--- config.mk ---
export PLATFORM = sky130hd
export DESIGN_NAME = multicycle_controller
export DESIGN_NICKNAME = d
export VERILOG_FILES = /design/src/rtl/multicycle_controller.sv
export SDC_FILE = /design/constraint.sdc
export NUM_CORES = 1
export LEC_CHECK = 0
export ABC_AREA = 1
export CAP_MARGIN = 25
export CORE_AREA = 3 3 69 83
export DETAILED_ROUTE_END_ITERATION = 10
export DIE_AREA = 0 0 72 86
export HOLD_SLACK_MARGIN = 0.08
export PLACE_DENSITY = 0.89
export SLEW_MARGIN = 20
export SYNTH_ARGS = -nofsm -noshare
export SYNTH_HDL_FRONTEND = slang
export SYNTH_SLANG_ARGS = --single-unit
--- constraint.sdc ---
create_clock -name clk -period 4.7 [get_ports clk]
set_input_delay 0.94 -clock clk [delete_from_list [all_inputs] [get_ports clk]]
set_output_delay 0.94 -clock clk [all_outputs]
set_load 0.01 [all_outputs]
--- src/rtl/multicycle_controller.sv ---
// Multi-cycle RV32I control FSM: FETCH/DECODE/EXEC/MEM/WB with memory handshakes, wait timeouts and instret.
// Optional macro CTRL_ILLEGAL_TRAP_EN: illegal opcodes in DECODE fault instead of retiring as a NOP.
module multicycle_controller #(
    parameter int IMEM_WAIT_MAX = 15,
    parameter int DMEM_WAIT_MAX = 15,
    parameter int INSTRET_W     = 32
) (
    input  logic                 clk,
    input  logic                 reset,
    input  logic [6:0]           Opcode,
    input  logic                 imem_ack,
    input  logic                 dmem_ack,
    output logic                 imem_req,
    output logic                 dmem_req,
    output logic                 IRWrite,
    output logic                 PCWrite,
    output logic                 ALUSrc,
    output logic                 MemtoReg,
    output logic                 RegWrite,
    output logic                 MemRead,
    output logic                 MemWrite,
    output logic                 Jump,
    output logic                 Jalr,
    output logic                 Branch,
    output logic                 Lui,
    output logic                 Auipc,
    output logic [1:0]           ALUOp,
    output logic [2:0]           state_o,
    output logic                 fault,
    output logic [INSTRET_W-1:0] instret
);
    localparam int WMAX = (IMEM_WAIT_MAX > DMEM_WAIT_MAX) ? IMEM_WAIT_MAX : DMEM_WAIT_MAX;
    localparam int CW   = $clog2(WMAX + 2);
    localparam logic [CW-1:0] IMAX = CW'(IMEM_WAIT_MAX);
    localparam logic [CW-1:0] DMAX = CW'(DMEM_WAIT_MAX);

    localparam logic [6:0] OP_R     = 7'b0110011;
    localparam logic [6:0] OP_LW    = 7'b0000011;
    localparam logic [6:0] OP_SW    = 7'b0100011;
    localparam logic [6:0] OP_BR    = 7'b1100011;
    localparam logic [6:0] OP_IMM   = 7'b0010011;
    localparam logic [6:0] OP_JAL   = 7'b1101111;
    localparam logic [6:0] OP_JALR  = 7'b1100111;
    localparam logic [6:0] OP_LUI   = 7'b0110111;
    localparam logic [6:0] OP_AUIPC = 7'b0010111;

    typedef enum logic [2:0] {
        S_FETCH  = 3'd0,
        S_DECODE = 3'd1,
        S_EXEC   = 3'd2,
        S_MEM    = 3'd3,
        S_WB     = 3'd4,
        S_FAULT  = 3'd5
    } state_e;

    state_e                 state_q, state_d;
    logic [6:0]             op_q, op_d;
    logic [CW-1:0]          wait_q, wait_d;
    logic [INSTRET_W-1:0]   instret_q, instret_d;
    logic                   retire;
    logic                   lvl_en;

    function automatic logic legal_op(input logic [6:0] op);
        case (op)
            OP_R, OP_LW, OP_SW, OP_BR, OP_IMM,
            OP_JAL, OP_JALR, OP_LUI, OP_AUIPC: legal_op = 1'b1;
            default:                           legal_op = 1'b0;
        endcase
    endfunction

    logic is_r, is_lw, is_sw, is_br, is_imm, is_jal, is_jalr, is_lui, is_auipc;
    assign is_r     = (op_q == OP_R);
    assign is_lw    = (op_q == OP_LW);
    assign is_sw    = (op_q == OP_SW);
    assign is_br    = (op_q == OP_BR);
    assign is_imm   = (op_q == OP_IMM);
    assign is_jal   = (op_q == OP_JAL);
    assign is_jalr  = (op_q == OP_JALR);
    assign is_lui   = (op_q == OP_LUI);
    assign is_auipc = (op_q == OP_AUIPC);

    always_ff @(posedge clk or negedge reset) begin
        if (!reset) begin
            state_q   <= S_FETCH;
            op_q      <= '0;
            wait_q    <= '0;
            instret_q <= '0;
        end else begin
            state_q   <= state_d;
            op_q      <= op_d;
            wait_q    <= wait_d;
            instret_q <= instret_d;
        end
    end

    always_comb begin
        state_d  = state_q;
        op_d     = op_q;
        wait_d   = wait_q;
        retire   = 1'b0;
        lvl_en   = 1'b0;
        imem_req = 1'b0;
        dmem_req = 1'b0;
        IRWrite  = 1'b0;
        PCWrite  = 1'b0;
        MemtoReg = 1'b0;
        RegWrite = 1'b0;
        MemRead  = 1'b0;
        MemWrite = 1'b0;
        case (state_q)
            S_FETCH: begin
                imem_req = 1'b1;
                if (imem_ack) begin
                    IRWrite = 1'b1;
                    state_d = S_DECODE;
                end else if (wait_q == IMAX) begin
                    state_d = S_FAULT;
                end else begin
                    wait_d = wait_q + 1'b1;
                end
            end
            S_DECODE: begin
                op_d = Opcode;
                if (legal_op(Opcode)) begin
                    state_d = S_EXEC;
                end else begin
`ifdef CTRL_ILLEGAL_TRAP_EN
                    state_d = S_FAULT;
`else
                    PCWrite = 1'b1;
                    retire  = 1'b1;
                    state_d = S_FETCH;
`endif
                end
            end
            S_EXEC: begin
                lvl_en = 1'b1;
                if (is_lw || is_sw) begin
                    state_d = S_MEM;
                end else if (is_br) begin
                    PCWrite = 1'b1;
                    retire  = 1'b1;
                    state_d = S_FETCH;
                end else begin
                    state_d = S_WB;
                end
            end
            S_MEM: begin
                lvl_en   = 1'b1;
                dmem_req = 1'b1;
                MemRead  = is_lw;
                MemWrite = is_sw;
                if (dmem_ack) begin
                    if (is_sw) begin
                        PCWrite = 1'b1;
                        retire  = 1'b1;
                        state_d = S_FETCH;
                    end else begin
                        state_d = S_WB;
                    end
                end else if (wait_q == DMAX) begin
                    state_d = S_FAULT;
                end else begin
                    wait_d = wait_q + 1'b1;
                end
            end
            S_WB: begin
                lvl_en   = 1'b1;
                RegWrite = 1'b1;
                MemtoReg = is_lw;
                PCWrite  = 1'b1;
                retire   = 1'b1;
                state_d  = S_FETCH;
            end
            S_FAULT: ;
            default: state_d = S_FAULT;
        endcase
        if (state_d != state_q) wait_d = '0;
        // state is already FETCH under reset; only the fetch request/strobe need masking
        if (!reset) begin
            imem_req = 1'b0;
            IRWrite  = 1'b0;
        end
    end

    assign instret_d = instret_q + INSTRET_W'(retire);

    always_comb begin
        ALUSrc = 1'b0;
        Jump   = 1'b0;
        Jalr   = 1'b0;
        Branch = 1'b0;
        Lui    = 1'b0;
        Auipc  = 1'b0;
        ALUOp  = 2'b00;
        if (lvl_en) begin
            ALUSrc = is_lw | is_sw | is_imm | is_jal | is_jalr | is_lui | is_auipc;
            Jump   = is_jal | is_jalr;
            Jalr   = is_jalr;
            Branch = is_br;
            Lui    = is_lui;
            Auipc  = is_auipc;
            if (is_br)       ALUOp = 2'b01;
            else if (is_r)   ALUOp = 2'b10;
            else if (is_imm) ALUOp = 2'b11;
        end
    end

    assign state_o = state_q;
    assign fault   = (state_q == S_FAULT);
    assign instret = instret_q;
endmodule

==> flow_metrics.env <==
export IMPL_remaining_drc_errors=0
export IMPL_number_of_register_bits_inferred_by_synthesis=47
export IMPL_postCtsSetupRepairBufs=0
export IMPL_setup_slack_ns=1.16
export IMPL_finalHoldViolCount=0
export IMPL_critical_path_required_ns=3.76
export IMPL_synth_simple_gate_area_share_pct=30.2
export IMPL_placeableCoreArea_mm2=0.00501
export IMPL_flow_area_growth_from_synthesis_pct=29.7
export IMPL_grtUsageTotal_pct=21.7
export IMPL_crit_top_cell="sky130_fd_sc_hd__nand2_1"
export IMPL_cts_num_sinks=47
export IMPL_post_drt_via_cell_ratio=5.51
export IMPL_ys_top_cells_by_count="sky130_fd_sc_hd__nand2_1, sky130_fd_sc_hd__dfrtp_1, sky130_fd_sc_hd__nor2_1"
export IMPL_antenna_found_initial=0
export IMPL_global_route_wire_length_before_repair_um=10600
export IMPL_floorplan_initialDensity_pct=52.1
export IMPL_netlist_instances=317
export IMPL_run_status="finished clean"
export IMPL_finalCriticalPeriod_ns=3.54
export IMPL_synthDistinctLibCells=30
export IMPL_max_slew_margin_rel_pct=60.9
export IMPL_cts_path_max_buffers=2
export IMPL_achievable_frequency_mhz=283
export IMPL_fp_dieH_um=86
export IMPL_worstMarginPinSlew_ns=0.586
export IMPL_multiInputGateArea_mm2=0.00126
export IMPL_number_of_cell_instances_on_the_worst_register_to_register_path=9
export IMPL_critPathLaunchType="input pin"
export IMPL_fillCellCount=411
export IMPL_whs_path_depth=1
export IMPL_synthDominantAreaCellType="sky130_fd_sc_hd__dfrtp_1"
export IMPL_floorplan_io_pins=63
export IMPL_gp_routability_congestion=0.916
export IMPL_syn_nets=332
export IMPL_layout_drive_gt1_share_pct=5.73
export IMPL_power_density_mw_per_mm2=205
export IMPL_synth_edff_count=0
export IMPL_dp_final_hpwl_um=5000
export IMPL_fin_tns_setup_ns=0
export IMPL_netlist_area_leader_share_pct=45.1
export IMPL_yosys_cell_count_top_type="sky130_fd_sc_hd__nand2_1"
export IMPL_grt_setup_unrepaired="false"
export IMPL_cts_hold_buffers=0
export IMPL_ys_seq_area_share_pct=45.1
export IMPL_design_die_area_mm2=0.00619
export IMPL_synthAdderAreaFrac_pct=1.92
export IMPL_synthXorXnorAreaFrac_pct=11.1
export IMPL_cts_buffers_inserted=5
export IMPL_timing_max_transition_violations_final=0
export IMPL_pre_cts_ws_ns=1.10
export IMPL_synth_compound_area_share_pct=4.22
export IMPL_synth_top_family_by_area="simple AND/OR/NAND/NOR gates"
export IMPL_critPathMaxStageDelay_ns=0.60
export IMPL_hold_start="instret[31]$_DFF_PN0_"
export IMPL_post_synth_cell_area_avg_um2=8.23
export IMPL_worst_skew_pair_late_latency_ns=0.29
export IMPL_critical_path_class="in2out"
export IMPL_synth_area_mm2=0.00261
export IMPL_share_of_the_clock_period_used_by_the_worst_path_after_layout_pct=75.2
export IMPL_endpoints_failing_setup=0
export IMPL_drt_pass1_iter_count=4
export IMPL_ys_warn_count=0
export IMPL_cts_clk_slew_worst_paths_ns=0.08
export IMPL_num_nets_final=398
export IMPL_io_buffers=62
export IMPL_register_area_mm2=0.00118
export IMPL_hold_slack_ns=0.471
export IMPL_rows=28
export IMPL_reg2reg_from="state_o[2]$_DFF_PN0_"
export IMPL_worst_clock_skew_ns=0.00427
export IMPL_postRouteWirelength_um=6460
export IMPL_grt_max_degree=48
export IMPL_critical_path_peak_fanout=3
export IMPL_synthTopCellsByArea="sky130_fd_sc_hd__dfrtp_1, sky130_fd_sc_hd__nand2_1, sky130_fd_sc_hd__xor2_1"
export IMPL_p_leak_nw=1.55
export IMPL_postSynth_asyncResetShare_pct=100
export IMPL_first_global_vias=2371
export IMPL_drtIter0Drc=192
export IMPL_worstPathArrival_ns=2.60
export IMPL_die_w_um=72
export IMPL_crit_path_end_kind="output pin"
export IMPL_critical_path_slowest_cell="sky130_fd_sc_hd__clkdlybuf4s50_1"
export IMPL_post_cts_resized=0
export IMPL_final_antenna_net_count=0
export IMPL_cts_tree="built"
export IMPL_max_cap_viol_count=0
export IMPL_antenna_cells=0
export IMPL_clk_root_buffer_cell="sky130_fd_sc_hd__clkbuf_8"
export IMPL_detailroute_via_count=2447
export IMPL_postSynth_topFlopCell="sky130_fd_sc_hd__dfrtp_1"
export IMPL_total_global_routing_overflow=0
export IMPL_routed_wire_length_per_instance_um=14.6
export IMPL_h_tree_depth=2
export IMPL_setup_worst_path_start="Opcode[4]"
export IMPL_crit_chain="clkdlybuf4s50_1 -> inv_1 -> nand2_1 -> nand2_1 -> nand2_1 -> nand3_1 -> inv_1 -> o221ai_1 -> clkdlybuf4s50_1"
export IMPL_hp_class="reg2reg"
export IMPL_vdd_ir_drop_worst_uv=175
export IMPL_synth_area_mux_share_pct=0.863
-- worst paths after layout --
check / slack [ns] / end
worst max-delay path: 1.16 / PCWrite
worst min-delay path: 0.47 / instret[31]$_DFF_PN0_
worst max register to register: 1.58 / instret[28]$_DFF_PN0_
worst min register to register: 0.47 / instret[31]$_DFF_PN0_
max in group asynchronous: 3.50 / instret[0]$_DFF_PN0_
min in group asynchronous: 0.80 / instret[13]$_DFF_PN0_
-- cells in the final DEF, fill, tap and decap left out, drive strengths merged --
cell,instances
a21oi,6
a22o,1
a31oi,2
and3,1
buf,2
clkbuf,8
clkdlybuf4s50,61
dfrtp,47
ha,4
inv,40
mux2,2
nand2,66
nand3,22
nand4,11
nor2,48
nor3,16
nor3b,2
nor4,4
o211ai,1
o21ai,5
o221ai,1
o22ai,1
xnor2,13
xor2,20
-- worst max-delay path, delay by kind of cell --
family                 cells  cell delay, ns
AO/OA/AOI/OAI              1            0.21
buffers and inverters      4            1.14
AND/OR/NAND/NOR            4            0.30
-- kinds of logic after synthesis --
logic type,after synthesis
AOI/OAI and AO/OA,17
xor gates and xnor gates,33
adders and majority gates,4
buffers and inverters,44
DFF,47
muxes,2
and+or+nand+nor,170
-- routing by layer --
layer	GRT usage [%]	wire, um	up-vias
met5	0	0	-
met4	8.21	167	0
met1	26.3	2540	1164
met2	37.5	3330	104
met3	4.81	421	20
li1	-	-	1159
-- cell type report --
class	count	area share (%)
timing repair buffer	63	18.4
multi-input combinational	226	37.2
clock buffer	8	2.96
inverter	40	4.44
tap	60	2.22
sequential	47	34.8
-- metrics by stage --
step	total power [mW]	cell area, um2	utilization (%)	instances
floorplan	0.420	2610	-	317
finish	0.695	3380	67.6	444
global route	0.720	3380	67.6	444
global placement	0.438	3280	65.6	436
detailed placement	0.439	3280	65.6	436
CTS	0.700	3380	67.6	444
-- flip-flops by register name (all words and copies together), names as in the netlist --
name	cells
state_o	3
wait_q	5
instret	32
op_q	7
-- where the power goes --
group,internal [mW],leakage (nW),switching [mW]
registers,0.405,0.598,0.000940
logic,0.00961,0.904,0.0144
clock network,0.134,0.0515,0.130
total,0.549,1.55,0.145
Power figures use the tool's default switching activity.
